[config.mk]
export PLATFORM = sky130hd
export DESIGN_NAME = exec_addx_mw
export DESIGN_NICKNAME = d
export VERILOG_FILES = /design/src/rtl/exec_addx_mw_pkg.sv /design/src/rtl/exec_addx.sv /design/src/rtl/exec_addx_mw.sv
export SDC_FILE = /design/constraint.sdc
export NUM_CORES = 1
export LEC_CHECK = 0
export CAP_MARGIN = 10
export CORE_MARGIN = 5
export CORE_UTILIZATION = 51
export DETAILED_ROUTE_END_ITERATION = 10
export GPL_ROUTABILITY_DRIVEN = 0
export PLACE_DENSITY = 0.92
export SLEW_MARGIN = 5
export SYNTH_ARGS = -nofsm -noshare
export SYNTH_HDL_FRONTEND = slang
export SYNTH_SLANG_ARGS = --single-unit
[constraint.sdc]
create_clock -name clk_i -period 9.5 [get_ports clk_i]
set_clock_uncertainty 0.15 [all_clocks]
set_input_delay 2.85 -clock clk_i [delete_from_list [all_inputs] [get_ports clk_i]]
set_output_delay 2.85 -clock clk_i [all_outputs]
set_load 0.05 [all_outputs]
[src/rtl/exec_addx_mw_pkg.sv]
// Shared constants, flag layout and sequencer state encoding for the
// multi-word add/subtract sequencer and its adder.
package exec_addx_mw_pkg;

    localparam int W_OPR     = 16;
    localparam int W_FLAGS   = 4;
    localparam int MAX_WORDS = 8;
    localparam int W_CNT     = $clog2(MAX_WORDS);

    localparam int F_C = 0;
    localparam int F_Z = 1;
    localparam int F_S = 2;
    localparam int F_V = 3;

    typedef enum logic {
        ST_IDLE = 1'b0,
        ST_RUN  = 1'b1
    } state_t;

    // Adder select: bit 1 = use incoming carry, bit 0 = subtract.
    // Every word after the first always chains the previous carry/borrow.
    function automatic logic [1:0] word_select(input logic first, input logic cin,
                                               input logic sub);
        return {(first ? cin : 1'b1), sub};
    endfunction

endpackage

[src/rtl/exec_addx.sv]
// Single-word adder: add/sub with optional carry (adc) or borrow (sbb) input,
// producing the result word and {V, S, Z, C} flags with C the raw carry-out.
module exec_addx
    import exec_addx_mw_pkg::*;
(
    input  logic [W_OPR-1:0]   i_opr0,
    input  logic [W_OPR-1:0]   i_opr1,
    input  logic [1:0]         i_select,
    input  logic [W_FLAGS-1:0] i_flags,
    output logic [W_OPR-1:0]   o_res,
    output logic [W_FLAGS-1:0] o_flags
);

    logic [W_OPR-1:0] w_b;
    logic             w_cin;
    logic [W_OPR:0]   w_sum;
    logic [W_OPR-1:0] w_res;

    always_comb begin
        w_b = i_select[0] ? ~i_opr1 : i_opr1;
        // Subtract-with-borrow inverts the stored borrow into the carry-in.
        case (i_select)
            2'b00:   w_cin = 1'b0;
            2'b01:   w_cin = 1'b1;
            2'b10:   w_cin = i_flags[F_C];
            default: w_cin = ~i_flags[F_C];
        endcase
        w_sum = {1'b0, i_opr0} + {1'b0, w_b} + {{W_OPR{1'b0}}, w_cin};
        w_res = w_sum[W_OPR-1:0];

        o_res        = w_res;
        o_flags      = '0;
        o_flags[F_C] = w_sum[W_OPR];
        o_flags[F_Z] = (w_res == '0);
        o_flags[F_S] = w_res[W_OPR-1];
        o_flags[F_V] = (i_opr0[W_OPR-1] == w_b[W_OPR-1]) &&
                       (w_res[W_OPR-1] != i_opr0[W_OPR-1]);
    end

endmodule

[src/rtl/exec_addx_mw.sv]
// Multi-word add/subtract sequencer: takes one command, then streams operand
// word pairs LSW first through exec_addx, chaining carry/borrow between words.
module exec_addx_mw
    import exec_addx_mw_pkg::*;
(
    input  logic               clk_i,
    input  logic               rst_i,
    input  logic               cmd_valid_i,
    output logic               cmd_ready_o,
    input  logic               cmd_sub_i,
    input  logic               cmd_cin_i,
    input  logic [W_FLAGS-1:0] cmd_flags_i,
    input  logic [W_CNT-1:0]   cmd_words_i,
    input  logic               opr_valid_i,
    output logic               opr_ready_o,
    input  logic [W_OPR-1:0]   opr0_i,
    input  logic [W_OPR-1:0]   opr1_i,
    output logic               res_valid_o,
    input  logic               res_ready_i,
    output logic [W_OPR-1:0]   res_o,
    output logic               res_last_o,
    output logic               done_o,
    output logic [W_FLAGS-1:0] flags_o,
    output logic               busy_o
);

    state_t             r_state;
    state_t             w_state_nxt;
    logic               r_sub;
    logic               r_cin;
    logic               r_chain;
    logic               r_first;
    logic               r_zacc;
    logic [W_CNT-1:0]   r_remaining;
    logic [W_OPR-1:0]   r_res;
    logic               r_res_valid;
    logic               r_res_last;
    logic               r_done;
    logic [W_FLAGS-1:0] r_flags;

    logic               w_cmd_acc;
    logic               w_opr_acc;
    logic               w_last;
    logic [1:0]         w_sel;
    logic [W_FLAGS-1:0] w_add_flags_in;
    logic [W_OPR-1:0]   w_add_res;
    logic [W_FLAGS-1:0] w_add_flags;
    logic [W_FLAGS-1:0] w_flags_agg;

    assign cmd_ready_o    = (r_state == ST_IDLE);
    assign busy_o         = (r_state != ST_IDLE);
    assign opr_ready_o    = (r_state == ST_RUN) & (~r_res_valid | res_ready_i);
    assign w_cmd_acc      = cmd_valid_i & cmd_ready_o;
    assign w_opr_acc      = opr_valid_i & opr_ready_o;
    assign w_last         = w_opr_acc & (r_remaining == '0);
    assign w_sel          = word_select(r_first, r_cin, r_sub);
    assign w_add_flags_in = {{(W_FLAGS-1){1'b0}}, r_chain};

    assign res_valid_o = r_res_valid;
    assign res_o       = r_res;
    assign res_last_o  = r_res_last;
    assign done_o      = r_done;
    assign flags_o     = r_flags;

    exec_addx u_addx (
        .i_opr0   (opr0_i),
        .i_opr1   (opr1_i),
        .i_select (w_sel),
        .i_flags  (w_add_flags_in),
        .o_res    (w_add_res),
        .o_flags  (w_add_flags)
    );

    // Zero flag covers the whole multi-word result, not just the last word.
    always_comb begin
        w_flags_agg      = w_add_flags;
        w_flags_agg[F_Z] = r_zacc & w_add_flags[F_Z];
    end

    always_comb begin
        w_state_nxt = r_state;
        case (r_state)
            ST_IDLE: if (w_cmd_acc) w_state_nxt = ST_RUN;
            ST_RUN:  if (w_last)    w_state_nxt = ST_IDLE;
            default: w_state_nxt = ST_IDLE;
        endcase
    end

    always_ff @(posedge clk_i or posedge rst_i) begin
        if (rst_i) r_state <= ST_IDLE;
        else       r_state <= w_state_nxt;
    end

    always_ff @(posedge clk_i or posedge rst_i) begin
        if (rst_i) begin
            r_sub       <= 1'b0;
            r_cin       <= 1'b0;
            r_chain     <= 1'b0;
            r_first     <= 1'b1;
            r_zacc      <= 1'b1;
            r_remaining <= '0;
            r_res       <= '0;
            r_res_valid <= 1'b0;
            r_res_last  <= 1'b0;
            r_done      <= 1'b0;
            r_flags     <= '0;
        end else begin
            r_done <= w_last;
            if (w_cmd_acc) begin
                r_sub       <= cmd_sub_i;
                r_cin       <= cmd_cin_i;
                r_remaining <= cmd_words_i;
                r_chain     <= cmd_flags_i[F_C];
                r_first     <= 1'b1;
                r_zacc      <= 1'b1;
            end
            // Subtract keeps a borrow in r_chain: raw carry-out inverted.
            if (w_opr_acc) begin
                r_res       <= w_add_res;
                r_res_valid <= 1'b1;
                r_res_last  <= w_last;
                r_chain     <= r_sub ? ~w_add_flags[F_C] : w_add_flags[F_C];
                r_first     <= 1'b0;
                r_zacc      <= r_zacc & w_add_flags[F_Z];
                if (w_last) r_flags     <= w_flags_agg;
                else        r_remaining <= r_remaining - 1'b1;
            end else if (res_ready_i) begin
                r_res_valid <= 1'b0;
            end
        end
    end

endmodule
# Word level (Yosys, flattened, before mapping)
# Index checks and enable logic that the tools add are counted.
[word_totals]
regBits = 32
inputBits = 46
[classes]
add_sub_neg = 3
eq_ne = 4
muxes = 17
bitwise_logic = 11
reduce_logical = 7
[op_table]
columns = ["cell", "count"]
rows = [
  ["$add A16 B16 Y17", 1],
  ["$add A17 B1 Y17", 1],
  ["$logic_not A16 Y1", 1],
  ["$mux W16", 1],
  ["$not A16 Y16", 1],
  ["$mux W1", 11],
  ["$mux W3", 3],
  ["$and A1 B1 Y1", 5],
  ["$not A1 Y1", 4],
  ["$reduce_bool A2 Y1", 2],
  ["$logic_not A3 Y1", 1],
  ["$pmux W1 S3", 1],
  ["$sub A3 B1 Y3 const B", 1],
  ["$eq A2 B1 Y1 const B", 1],
  ["$eq A2 B2 Y1 const B", 1],
  ["$logic_not A2 Y1", 1],
  ["$pmux W1 S2", 1],
  ["$reduce_and A2 Y1", 1],
  ["$eq A1 B1 Y1", 1],
  ["$logic_and A1 B1 Y1", 1],
  ["$ne A1 B1 Y1", 1],
  ["$or A1 B1 Y1", 1],
]

# Longest topological paths before layout
# Gate-level depths: netlist of run 1.
[logic_depth]
ltp_word = 7
mapped_depth = 12
ltp_nobuf = 12

# Hierarchy
# From an unflattened synthesis of run 1, not the netlist that was laid out.
[unflattened]
cells_unflattened = 252
area_unflattened_um2 = 2534.9
[modules_own_cells]
columns = ["mod", "instances", "cells_per_inst", "area_each_um2", "seq_area_each_um2"]
rows = [
  ["exec_addx_mw", 1, 98, 1420.1, 803.3],
  ["exec_addx", 1, 154, 1114.8, 0.0],
]

# Worst setup path after synthesis of run 1
# No wires, ideal clock.
[synth_timing]
kind = "input -> output"
startpoint = "input port res_ready_i"
endpoint = "output port opr_ready_o"
t_arrival_ps = 3423
required_ps = 6500
slack_ps = 3077
cell_stages = 2
n_path_buf = 0
cell_sequence = "nand2b_1 and2_1"
[synth_between]
elab_chain_len = 2
[synth_rtl]
columns = ["element", "line", "source"]
rows = [
  ["start: declaration", "exec_addx_mw.sv:19", "input logic res_ready_i,"],
  ["$or A1 B1 Y1", "exec_addx_mw.sv:52", "assign opr_ready_o = (r_state == ST_RUN) & (~r_res_valid | res_ready_i);"],
  ["$and A1 B1 Y1", "exec_addx_mw.sv:52", ""],
  ["end: declaration", "exec_addx_mw.sv:15", "output logic opr_ready_o,"],
]
# Every way passes these cells.

# Final worst setup path of run 1
# Ends and elaborated chain as after synthesis.

==> run_summary.xml, run 1 <==
<?xml version="1.0" encoding="UTF-8"?>
<metrics>
  <group name="routing">
    <metric name="route.vias.total" unit="">2145</metric>
    <metric name="final_antenna_net_count" unit="">0</metric>
    <metric name="avgViaCountPerCell" unit="">5.66</metric>
    <metric name="remaining_drc_errors" unit="">0</metric>
    <metric name="detail_route.wl_per_cell" unit="µm">15.4</metric>
    <metric name="drtIter0Drc" unit="">93</metric>
    <metric name="detail_route.first_pass.iterations" unit="">4</metric>
    <metric name="postRouteWirelength" unit="mm">5.84</metric>
  </group>
  <group name="setup_path">
    <metric name="rr_endpoint" unit="">r_chain$_DFFE_PP0P_</metric>
    <metric name="critical_path.startpoint_type" unit="">input pin</metric>
    <metric name="reg2reg_setup_slack" unit="ps">5550</metric>
    <metric name="worst-setup-path-type" unit="">input pin to primary output</metric>
    <metric name="worstReg2RegStart" unit="">r_sub$_DFFE_PP0P_</metric>
    <metric name="setup.worst_path.end_class" unit="">primary output</metric>
    <metric name="reg2regPathDepth" unit="">10</metric>
    <metric name="critPathRequiredTime" unit="ps">6500</metric>
    <metric name="critical_path.max_fanout" unit="">4</metric>
    <metric name="critPathArrivalTime" unit="ps">4430</metric>
  </group>
  <group name="layout">
    <metric name="num_antenna_cells" unit="">0</metric>
    <metric name="final.fill_count" unit="">347</metric>
    <metric name="layout-drive-gt1-share" unit="%">11.7</metric>
    <metric name="combined_area_of_the_multi_input_logic_cells" unit="µm²">1530</metric>
    <metric name="register_area" unit="µm²">803</metric>
    <metric name="final_cell_mix" unit="">68 x sky130_fd_sc_hd__clkdlybuf4s50_1, 30 x sky130_fd_sc_hd__dfrtp_1, 26 x sky130_fd_sc_hd__nand2_1, 21 x sky130_fd_sc_hd__xor2_1, 17 x sky130_fd_sc_hd__ha_1</metric>
    <metric name="fin_nets" unit="">389</metric>
    <metric name="most_common_cell_after_layout_fill_and_taps_aside" unit="">sky130_fd_sc_hd__clkdlybuf4s50_1</metric>
    <metric name="area_growth_syn_to_layout" unit="%">34.4</metric>
  </group>
  <group name="synthesis">
    <metric name="ys_seq_elements" unit="">32</metric>
    <metric name="yosysWarningCount" unit="">0</metric>
    <metric name="synth-seq-area-share" unit="%">33.2</metric>
    <metric name="synth_nets" unit="">322</metric>
    <metric name="syn_inst" unit="">257</metric>
    <metric name="synth_cell_types" unit="">55</metric>
    <metric name="synthFlopType" unit="">sky130_fd_sc_hd__dfrtp_1</metric>
    <metric name="postSynthAreaPerCell" unit="µm²">9.40</metric>
    <metric name="post_synth_instance_area" unit="µm²">2420</metric>
    <metric name="asr_flop_ratio_synth" unit="%">100</metric>
    <metric name="number_of_flops_mapped_to_enable_cells_by_yosys" unit="">0</metric>
  </group>
  <group name="global_routing">
    <metric name="grt_pass1_vias" unit="">2168</metric>
    <metric name="grt_pass1_wl" unit="mm">9.85</metric>
    <metric name="aggregate_global_routing_overflow" unit="">0</metric>
    <metric name="grt_start_max_net_pins" unit="">33</metric>
    <metric name="overall_track_demand_over_capacity_in_global_routing" unit="%">19.7</metric>
    <metric name="number_of_antenna_violations_at_the_first_check_in_global_routing" unit="">0</metric>
  </group>
  <group name="clock_tree">
    <metric name="cts-htree-levels" unit="">2</metric>
    <metric name="cts-buffers-inserted" unit="">5</metric>
    <metric name="post-cts-setup-buffer-count" unit="">0</metric>
    <metric name="cts_hold_buffers" unit="">0</metric>
    <metric name="cts_num_sinks" unit="">32</metric>
    <metric name="post_cts.resized_instances" unit="">0</metric>
    <metric name="cts_tree" unit="">built</metric>
    <metric name="ctsRootBufferMaster" unit="">sky130_fd_sc_hd__clkbuf_8</metric>
    <metric name="clockBufferDepth" unit="">2</metric>
    <metric name="clk-insertion-delay-late" unit="ps">290</metric>
    <metric name="worst_setup_hold_path_clk_slew" unit="ps">60</metric>
  </group>
  <group name="sta">
    <metric name="fmax" unit="GHz">0.135</metric>
    <metric name="setup_viol_count_final" unit="">0</metric>
    <metric name="relSlewSlack" unit="%">34.0</metric>
    <metric name="finalHoldViolCount" unit="">0</metric>
    <metric name="final.min_clock_period" unit="ps">7430</metric>
    <metric name="unrepaired_setup_endpoints_after_global_routing" unit="">no</metric>
    <metric name="finalMaxSlewViolations" unit="">0</metric>
    <metric name="fin_tns_setup" unit="ps">0</metric>
    <metric name="worst-slew-pin-transition" unit="ps">990</metric>
    <metric name="fin_crit_sh" unit="%">78.2</metric>
  </group>
  <group name="power">
    <metric name="total_power" unit="mW">1.30</metric>
    <metric name="static-leakage-power" unit="nW">1.41</metric>
    <metric name="vdd_drop_max" unit="V">0.000180</metric>
    <metric name="power_density" unit="nW/µm²">400</metric>
  </group>
  <group name="worst_hold_path">
    <metric name="holdPathEnd" unit="">res_last_o$_DFFE_PP0P_</metric>
    <metric name="hold_class" unit="">flop to flop</metric>
    <metric name="min_from" unit="">res_last_o$_DFFE_PP0P_</metric>
    <metric name="hold_depth" unit="">2</metric>
  </group>
  <group name="die">
    <metric name="die_h" unit="µm">78.8</metric>
    <metric name="initial_utilization" unit="%">51.8</metric>
    <metric name="std_cell_rows" unit="">25</metric>
    <metric name="core_area" unit="µm²">4660</metric>
    <metric name="dieWidth" unit="µm">78.8</metric>
    <metric name="design.portCount" unit="">72</metric>
    <metric name="floorplan.die_area" unit="µm²">6210</metric>
  </group>
  <group name="place">
    <metric name="numPortBuffers" unit="">68</metric>
    <metric name="hpwlAfterDp" unit="mm">4.53</metric>
  </group>
  <group name="job">
    <metric name="timing.max_cap.violations" unit="">0</metric>
  </group>
  <group name="outcome">
    <metric name="run_status" unit="">completed</metric>
  </group>
</metrics>
==> flip-flops by register name (all words and copies together), names as in the netlist <==
signal,cells
res_o,16
flags_o,4
r_remaining,3
busy_o,1
done_o,1
r_chain,1
r_cin,1
r_first,1
r_sub,1
r_zacc,1
res_last_o,1
res_valid_o,1
==> cells by family (layout without fill, tap and decap cells) <==
family	after synthesis	after routing	synth area share, %
AO/OA/AOI/OAI	65	65	17.9
XOR/XNOR	29	29	11.3
adder cells (fa/ha/maj)	19	19	10.5
buffers and inverters	21	89	3.31
flip-flops	32	32	33.2
multiplexers	14	14	6.42
AND/OR/NAND/NOR	77	77	17.3
==> cell usage after synthesis, drive strengths merged, types with 2 or more instances <==
cell type / n / share of area [%]
o2111ai: 2 / 0.73
nand3: 4 / 0.83
dfstp: 2 / 2.2
or3: 2 / 0.52
o21ai: 23 / 4.8
clkbuf: 7 / 1.1
a21oi: 14 / 2.9
inv: 12 / 1.9
a22oi: 2 / 0.83
nor3b: 2 / 0.83
a221oi: 2 / 0.98
a311oi: 2 / 0.98
nor2b: 2 / 0.52
a211oi: 4 / 1.4
xnor2: 8 / 3.7
a21o: 7 / 2.2
buf: 2 / 0.36
xor2: 21 / 7.6
nand2b: 3 / 0.78
o31ai: 2 / 0.62
fa: 2 / 1.7
mux2: 12 / 5.6
nor3: 8 / 1.7
nor2: 14 / 2.2
and3: 5 / 1.6
mux2i: 2 / 0.83
and2: 3 / 0.78
nand2: 26 / 4.0
ha: 17 / 8.8
dfrtp: 30 / 31
==> per-stage QoR <==
step	utilization, %	setup slack [ps]	hold slack, ps	cell area (µm²)	cells
finish	69.7	2070	328	3250	379
global route	69.7	2020	377	3250	379
CTS	69.7	2080	334	3250	379
detailed placement	67.3	2080	318	3140	371
global placement	67.3	2090	309	3140	371
floorplan	-	3080	306	2420	257
==> area by class of cell <==
type                    instances  share of cell area, %
repair buffers                 69                   21.2
flip-flops and latches         32                   24.7
clock inverters                 3                   1.31
well taps                      54                   2.08
multi-input cells             204                   47.2
clock buffers                   5                   2.12
inverters                      12                   1.39
==> worst max-delay path by stage <==
stage	start	end	cells after the start
floorplan	res_ready_i	opr_ready_o	2
global placement	res_ready_i	opr_ready_o	4
detailed placement	res_ready_i	opr_ready_o	4
CTS	res_ready_i	opr_ready_o	4
global route	res_ready_i	opr_ready_o	4
finish	res_ready_i	opr_ready_o	4
==> layer usage <==
layer / vias up / GRT usage (%) / part of all wire (%)
met5: - / 0 / 0
met4: 0 / 5.67 / 1.7
met3: 11 / 3.29 / 4.9
met2: 72 / 37.4 / 52
met1: 1009 / 22.4 / 42
li1: 1053 / - / -
==> critical path, stage by stage <==
cell	delay (ps)
sky130_fd_sc_hd__clkdlybuf4s50_1	450
sky130_fd_sc_hd__nand2b_1	110
sky130_fd_sc_hd__and2_1	190
sky130_fd_sc_hd__clkdlybuf4s50_1	830
==> report_power, final <==
part           internal, mW  total [mW]  switching, mW  leakage, nW
clock                0.0775       0.130         0.0521       0.0541
sequential            0.203       0.255         0.0522        0.384
combinational         0.371       0.915          0.544        0.976
No activity file was read; power rests on OpenSTA's default activity.
==> run 2: changes to the inputs <==
- CORE_UTILIZATION: 51 -> 48
- PLACE_DENSITY: 0.92 -> 0.87
- clock period: 9.5 -> 7.7 ns (I/O delays scaled with it)
==> run 2 against run 1 <==
Sequential power increased by 24%. Critical path type unchanged. Critical path depth unchanged. Core utilization decreased by 2.4 points. Via count decreased by 0.28%. Global-route usage decreased by 0.86 points.
==> run_summary.xml, run 2 (synthesis results as in run 1) <==
<?xml version="1.0" encoding="UTF-8"?>
<metrics>
  <group name="setup_path">
    <metric name="crit_path_frequent_cell" unit="">sky130_fd_sc_hd__clkdlybuf4s50_1</metric>
    <metric name="library_cell_contributing_the_largest_single_delay_on_the_critical_path" unit="">sky130_fd_sc_hd__clkdlybuf4s50_1</metric>
    <metric name="worst-path-buf-inv" unit="">2</metric>
    <metric name="critical-path-max-stage-delay" unit="ps">820</metric>
    <metric name="worstReg2RegStart" unit="">r_sub$_DFFE_PP0P_</metric>
    <metric name="critPathRequiredTime" unit="ps">5240</metric>
    <metric name="rr_endpoint" unit="">flags_o[1]$_DFFE_PP0P_</metric>
    <metric name="critical_path.max_fanout" unit="">4</metric>
    <metric name="crit_family" unit="">buffers and inverters</metric>
    <metric name="worst-setup-path-type" unit="">input pin to primary output</metric>
    <metric name="timing.critical_path.cells" unit="">clkdlybuf4s50_1 &gt; nand2b_1 &gt; and2_1 &gt; clkdlybuf4s50_1</metric>
    <metric name="critical_path.startpoint_type" unit="">input pin</metric>
    <metric name="setup.worst_path.end_class" unit="">primary output</metric>
    <metric name="reg2reg_setup_slack" unit="ps">3810</metric>
    <metric name="critPathArrivalTime" unit="ps">3890</metric>
    <metric name="reg2regPathDepth" unit="">10</metric>
  </group>
  <group name="layout">
    <metric name="final_cell_mix" unit="">68 x sky130_fd_sc_hd__clkdlybuf4s50_1, 30 x sky130_fd_sc_hd__dfrtp_1, 26 x sky130_fd_sc_hd__nand2_1, 21 x sky130_fd_sc_hd__xor2_1, 17 x sky130_fd_sc_hd__ha_1</metric>
    <metric name="most_common_cell_after_layout_fill_and_taps_aside" unit="">sky130_fd_sc_hd__clkdlybuf4s50_1</metric>
    <metric name="layout-drive-gt1-share" unit="%">11.1</metric>
    <metric name="area_growth_syn_to_layout" unit="%">34.2</metric>
    <metric name="stdcell_count" unit="">392</metric>
    <metric name="final_core_utilization" unit="%">67.3</metric>
    <metric name="fin_nets" unit="">389</metric>
    <metric name="largest_register_ff_count" unit="">16</metric>
    <metric name="num_antenna_cells" unit="">0</metric>
    <metric name="fin_area" unit="µm²">3240</metric>
  </group>
  <group name="clock_tree">
    <metric name="cts_hold_buffers" unit="">0</metric>
    <metric name="post_cts.resized_instances" unit="">0</metric>
    <metric name="cts_num_sinks" unit="">32</metric>
    <metric name="clockBufferDepth" unit="">2</metric>
    <metric name="clk-insertion-delay-late" unit="ps">280</metric>
    <metric name="cts_tree" unit="">built</metric>
    <metric name="worst_setup_hold_path_clk_slew" unit="ps">60</metric>
    <metric name="ctsRootBufferMaster" unit="">sky130_fd_sc_hd__clkbuf_8</metric>
    <metric name="cts-buffers-inserted" unit="">5</metric>
    <metric name="cts-htree-levels" unit="">2</metric>
    <metric name="post-cts-setup-buffer-count" unit="">0</metric>
  </group>
  <group name="worst_hold_path">
    <metric name="holdPathEnd" unit="">res_last_o$_DFFE_PP0P_</metric>
    <metric name="hold_depth" unit="">2</metric>
    <metric name="hold_class" unit="">flop to flop</metric>
    <metric name="min_from" unit="">res_last_o$_DFFE_PP0P_</metric>
  </group>
  <group name="sta">
    <metric name="final.min_clock_period" unit="ps">6350</metric>
    <metric name="fin_crit_sh" unit="%">82.4</metric>
    <metric name="setup_viol_count_final" unit="">0</metric>
    <metric name="relSlewSlack" unit="%">31.6</metric>
    <metric name="final_hold_slack" unit="ps">336</metric>
    <metric name="fin_tns_setup" unit="ps">0</metric>
    <metric name="unrepaired_setup_endpoints_after_global_routing" unit="">no</metric>
    <metric name="worst-slew-pin-transition" unit="ps">1020</metric>
    <metric name="least_setup_slack_across_all_paths_after_layout" unit="ps">1350</metric>
    <metric name="finalMaxSlewViolations" unit="">0</metric>
    <metric name="finalHoldViolCount" unit="">0</metric>
    <metric name="fmax" unit="GHz">0.158</metric>
  </group>
  <group name="routing">
    <metric name="remaining_drc_errors" unit="">0</metric>
    <metric name="drtIter0Drc" unit="">102</metric>
    <metric name="detail_route.first_pass.iterations" unit="">4</metric>
    <metric name="postRouteWirelength" unit="mm">5.86</metric>
    <metric name="avgViaCountPerCell" unit="">5.46</metric>
    <metric name="final_antenna_net_count" unit="">0</metric>
    <metric name="detail_route.wl_per_cell" unit="µm">14.9</metric>
    <metric name="route.vias.total" unit="">2139</metric>
  </group>
  <group name="place">
    <metric name="numPortBuffers" unit="">68</metric>
    <metric name="dpl.cell_count" unit="">384</metric>
    <metric name="cell_area_after_placement" unit="µm²">3150</metric>
    <metric name="dp_slack" unit="ps">1360</metric>
    <metric name="hpwlAfterDp" unit="mm">4.52</metric>
  </group>
  <group name="die">
    <metric name="dieWidth" unit="µm">80.9</metric>
    <metric name="die_h" unit="µm">80.9</metric>
    <metric name="design.portCount" unit="">72</metric>
    <metric name="initial_utilization" unit="%">50.2</metric>
    <metric name="std_cell_rows" unit="">25</metric>
    <metric name="floorplan.die_area" unit="µm²">6550</metric>
    <metric name="core_area" unit="µm²">4820</metric>
  </group>
  <group name="global_routing">
    <metric name="aggregate_global_routing_overflow" unit="">0</metric>
    <metric name="grt_start_max_net_pins" unit="">33</metric>
    <metric name="overall_track_demand_over_capacity_in_global_routing" unit="%">18.8</metric>
    <metric name="number_of_antenna_violations_at_the_first_check_in_global_routing" unit="">0</metric>
    <metric name="grt_pass1_wl" unit="mm">9.69</metric>
    <metric name="grt_pass1_vias" unit="">2087</metric>
  </group>
  <group name="power">
    <metric name="total_power" unit="mW">1.58</metric>
    <metric name="vdd_drop_max" unit="V">0.000192</metric>
    <metric name="static-leakage-power" unit="nW">1.40</metric>
    <metric name="power_density" unit="nW/µm²">487</metric>
  </group>
  <group name="job">
    <metric name="timing.max_cap.violations" unit="">0</metric>
  </group>
  <group name="outcome">
    <metric name="run_status" unit="">completed</metric>
  </group>
</metrics>
-- run 2: changes by cell type in the layout (fill, tap and decap cells not counted) --
cell and delta:
sky130_fd_sc_hd__bufinv_16 -1, sky130_fd_sc_hd__clkbuf_1 +2, sky130_fd_sc_hd__clkbuf_8 +1, sky130_fd_sc_hd__clkinv_2 -1
sky130_fd_sc_hd__clkinvlp_4 -1
-- run 2: cell type report --
type                            count  area (µm²)
Clock buffer                        8        90.1
Fill cell                         395        1570
Inverter                           12        45.0
Multi-Input combinational cell    204        1530
Sequential cell                    32         803
Tap cell                           67        83.8
Timing Repair Buffer               69         688
-- run 2: worst max-delay path by stage --
stage,start,to,cells after the start
finish,res_ready_i,opr_ready_o,4
global route,res_ready_i,opr_ready_o,4
CTS,res_ready_i,opr_ready_o,4
detailed placement,res_ready_i,opr_ready_o,4
global placement,res_ready_i,opr_ready_o,4
floorplan,res_ready_i,opr_ready_o,2
-- run 2: worst min-delay path: stages, from the launching register on --
cell and delay (ps):
sky130_fd_sc_hd__dfrtp_1 340, sky130_fd_sc_hd__nand2_1 50, sky130_fd_sc_hd__nand2_1 60
-- run 2: report_power, final --
group / total (mW) / internal [mW] / switching [mW]
Sequential: 0.315 / 0.251 / 0.0640
Combinational: 1.13 / 0.457 / 0.676
Clock: 0.130 / 0.0728 / 0.0574
-- run 2: per-layer routing --
layer,up-vias,share of wire (%),global-route usage [%]
li1,1050,-,-
met3,13,6.8,4.32
met2,71,51,33.7
met1,1005,40,21.9
met5,-,0,0
met4,0,2.0,6.59
==> run 3: changes to the inputs <==
- CORE_UTILIZATION: 48 -> 43
- PLACE_DENSITY: 0.87 -> 0.83
- clock period: 7.7 -> 5.25 ns (I/O delays scaled with it)
==> run 3 against run 2 <==
Die area rose by 10%. Cell area rose by 1.8%. Clock power rose by 96%. Via count fell by 2.2%. Worst setup slack got worse by 990 ps. Sequential share of layout area fell by 0.43 points. Critical path depth did not move. Cell count rose by 1.8%. Hold slack got worse by 3.8 ps. Combinational power rose by 47%. Critical path type unchanged. Critical endpoint unchanged. Largest power group unchanged.
==> run_summary.xml, run 3 (synthesis results as in run 1) <==
<?xml version="1.0" encoding="UTF-8"?>
<metrics>
  <group name="setup_path">
    <metric name="timing.critical_path.cells" unit="">clkdlybuf4s50_1 &gt; nand2b_1 &gt; and2_1 &gt; clkdlybuf4s50_1</metric>
    <metric name="crit_path_frequent_cell" unit="">sky130_fd_sc_hd__clkdlybuf4s50_1</metric>
    <metric name="reg2regPathDepth" unit="">12</metric>
    <metric name="critPathArrivalTime" unit="ps">3160</metric>
    <metric name="library_cell_contributing_the_largest_single_delay_on_the_critical_path" unit="">sky130_fd_sc_hd__clkdlybuf4s50_1</metric>
    <metric name="worst-path-buf-inv" unit="">2</metric>
    <metric name="worstReg2RegStart" unit="">r_first$_DFFE_PP1P_</metric>
    <metric name="reg2reg_setup_slack" unit="ps">1700</metric>
    <metric name="setup.worst_path.end_class" unit="">primary output</metric>
    <metric name="critPathRequiredTime" unit="ps">3530</metric>
    <metric name="critical-path-max-stage-delay" unit="ps">830</metric>
    <metric name="crit_family" unit="">buffers and inverters</metric>
    <metric name="rr_endpoint" unit="">r_chain$_DFFE_PP0P_</metric>
    <metric name="critical_path.startpoint_type" unit="">input pin</metric>
    <metric name="worst-setup-path-type" unit="">input pin to primary output</metric>
    <metric name="critical_path.max_fanout" unit="">4</metric>
  </group>
  <group name="global_routing">
    <metric name="groute.layer.met3.usage" unit="%">3.79</metric>
    <metric name="overall_track_demand_over_capacity_in_global_routing" unit="%">15.4</metric>
    <metric name="grt_pass1_wl" unit="mm">9.18</metric>
    <metric name="grt.met1_usage" unit="%">18.5</metric>
    <metric name="grt_pass1_vias" unit="">2051</metric>
    <metric name="aggregate_global_routing_overflow" unit="">0</metric>
    <metric name="number_of_antenna_violations_at_the_first_check_in_global_routing" unit="">0</metric>
    <metric name="use_met2" unit="%">27.1</metric>
    <metric name="most_congested_layer_reported_by_global_routing" unit="">met2</metric>
    <metric name="grt_start_max_net_pins" unit="">32</metric>
  </group>
  <group name="die">
    <metric name="initial_utilization" unit="%">44.1</metric>
    <metric name="design.portCount" unit="">72</metric>
    <metric name="die_h" unit="µm">85.0</metric>
    <metric name="core_area" unit="µm²">5470</metric>
    <metric name="std_cell_rows" unit="">27</metric>
    <metric name="floorplan.die_area" unit="µm²">7220</metric>
    <metric name="dieWidth" unit="µm">85.0</metric>
  </group>
  <group name="worst_hold_path">
    <metric name="min_from" unit="">res_o[7]$_DFFE_PP0P_</metric>
    <metric name="holdPathEnd" unit="">res_o[7]$_DFFE_PP0P_</metric>
    <metric name="hold_depth" unit="">2</metric>
    <metric name="hold_class" unit="">flop to flop</metric>
  </group>
  <group name="power">
    <metric name="p_int" unit="mW">1.21</metric>
    <metric name="power.switching_fraction" unit="%">48.7</metric>
    <metric name="static-leakage-power" unit="nW">1.43</metric>
    <metric name="p_sw" unit="mW">1.15</metric>
    <metric name="power_share_of_the_sequential_group" unit="%">18.9</metric>
    <metric name="vdd_drop_max" unit="V">0.000343</metric>
    <metric name="power_density" unit="nW/µm²">715</metric>
    <metric name="combPwrFrac" unit="%">70.3</metric>
    <metric name="share_of_total_power_in_the_clock_network" unit="%">10.8</metric>
  </group>
  <group name="layout">
    <metric name="fin_nets" unit="">391</metric>
    <metric name="largest_register_ff_count" unit="">16</metric>
    <metric name="most_common_cell_after_layout_fill_and_taps_aside" unit="">sky130_fd_sc_hd__clkdlybuf4s50_1</metric>
    <metric name="area_growth_syn_to_layout" unit="%">36.6</metric>
    <metric name="num_antenna_cells" unit="">0</metric>
    <metric name="layout-drive-gt1-share" unit="%">12.2</metric>
    <metric name="final_cell_mix" unit="">68 x sky130_fd_sc_hd__clkdlybuf4s50_1, 30 x sky130_fd_sc_hd__dfrtp_1, 26 x sky130_fd_sc_hd__nand2_1, 21 x sky130_fd_sc_hd__xor2_1, 17 x sky130_fd_sc_hd__ha_1</metric>
    <metric name="stdcell_count" unit="">399</metric>
    <metric name="final_core_utilization" unit="%">60.3</metric>
    <metric name="final.fill_count" unit="">469</metric>
  </group>
  <group name="clock_tree">
    <metric name="cts_hold_buffers" unit="">0</metric>
    <metric name="cts_tree" unit="">built</metric>
    <metric name="cts_num_sinks" unit="">32</metric>
    <metric name="cts-htree-levels" unit="">2</metric>
    <metric name="worst_setup_hold_path_clk_slew" unit="ps">60</metric>
    <metric name="clockBufferDepth" unit="">2</metric>
    <metric name="post_cts.resized_instances" unit="">0</metric>
    <metric name="clk-insertion-delay-late" unit="ps">280</metric>
    <metric name="cts-buffers-inserted" unit="">5</metric>
    <metric name="ctsRootBufferMaster" unit="">sky130_fd_sc_hd__clkbuf_8</metric>
    <metric name="post-cts-setup-buffer-count" unit="">0</metric>
  </group>
  <group name="sta">
    <metric name="fmax" unit="GHz">0.205</metric>
    <metric name="finalHoldViolCount" unit="">0</metric>
    <metric name="finalMaxSlewViolations" unit="">0</metric>
    <metric name="fin_tns_setup" unit="ps">0</metric>
    <metric name="fin_crit_sh" unit="%">93.1</metric>
    <metric name="final_hold_slack" unit="ps">332</metric>
    <metric name="setup_viol_count_final" unit="">0</metric>
    <metric name="final.min_clock_period" unit="ps">4890</metric>
    <metric name="unrepaired_setup_endpoints_after_global_routing" unit="">no</metric>
    <metric name="worst-slew-pin-transition" unit="ps">766</metric>
    <metric name="relSlewSlack" unit="%">48.9</metric>
  </group>
  <group name="routing">
    <metric name="remaining_drc_errors" unit="">0</metric>
    <metric name="postRouteWirelength" unit="mm">5.50</metric>
    <metric name="avgViaCountPerCell" unit="">5.25</metric>
    <metric name="route.vias.total" unit="">2093</metric>
    <metric name="final_antenna_net_count" unit="">0</metric>
    <metric name="detail_route.wl_per_cell" unit="µm">13.8</metric>
    <metric name="drtIter0Drc" unit="">74</metric>
    <metric name="detail_route.first_pass.iterations" unit="">5</metric>
  </group>
  <group name="outcome">
    <metric name="run_status" unit="">completed</metric>
  </group>
  <group name="place">
    <metric name="dpl.cell_count" unit="">391</metric>
    <metric name="hpwlAfterDp" unit="mm">4.43</metric>
    <metric name="numPortBuffers" unit="">68</metric>
  </group>
  <group name="job">
    <metric name="timing.max_cap.violations" unit="">0</metric>
  </group>
</metrics>
-- run 3: changes by cell type in the layout (fill, tap and decap cells not counted), sizes merged --
cell | previous run | this run
clkbuf | 8 | 7
buf | 1 | 3
bufinv | 0 | 1
-- run 3: worst max path at each step --
stage,start,endpoint,slack (ps),cells after the start
after detailed placement,res_ready_i,opr_ready_o,380,4
final,res_ready_i,opr_ready_o,360,4
after floorplan,opr1_i[0],flags_o[1]$_DFFE_PP0P_,1100,10
after global routing,res_ready_i,opr_ready_o,310,4
after CTS,res_ready_i,opr_ready_o,360,4
after global placement,res_ready_i,opr_ready_o,380,4
-- run 3: final cells by class --
cell class	count	area, µm²	share of cell area (%)
multi-input cells	204	1530	46.4
flip-flops and latches	32	803	24.3
repair buffers	71	703	21.3
clock buffers	7	96.3	2.92
well taps	72	90.1	2.73
inverters	12	45.0	1.36
clock inverters	1	30.0	0.910
-- run 3: metrics by stage --
stage	setup WS (ps)	instance area, µm²	power [mW]
4_1_cts	363	3300	2.37
3_3_place_gp	383	3170	2.06
2_1_floorplan	1100	2420	1.68
5_1_grt	310	3300	2.54
3_5_place_dp	375	3170	2.10
6_report	364	3300	2.36
-- run 3: power groups by stage --
stage	sequential [mW]	combinational [mW]	clock, mW
2_1_floorplan	0.705	0.979	0
3_3_place_gp	0.448	1.61	0
3_5_place_dp	0.451	1.65	0
4_1_cts	0.448	1.66	0.261
5_1_grt	0.464	1.80	0.273
6_report	0.446	1.66	0.255
-- run 3: routing by layer --
layer  wire (µm)  vias up
li1            -     1056
met1        2390      967
met2        2660       62
met3         368        8
met4          76        0
met5           0        -
-- run 3: tightest hold or removal path: cells and delay by family, from the launching register on --
kind	cells	cell delay, ps
DFF	1	340
AOI/OAI and AO/OA	1	60
and+or+nand+nor	1	50
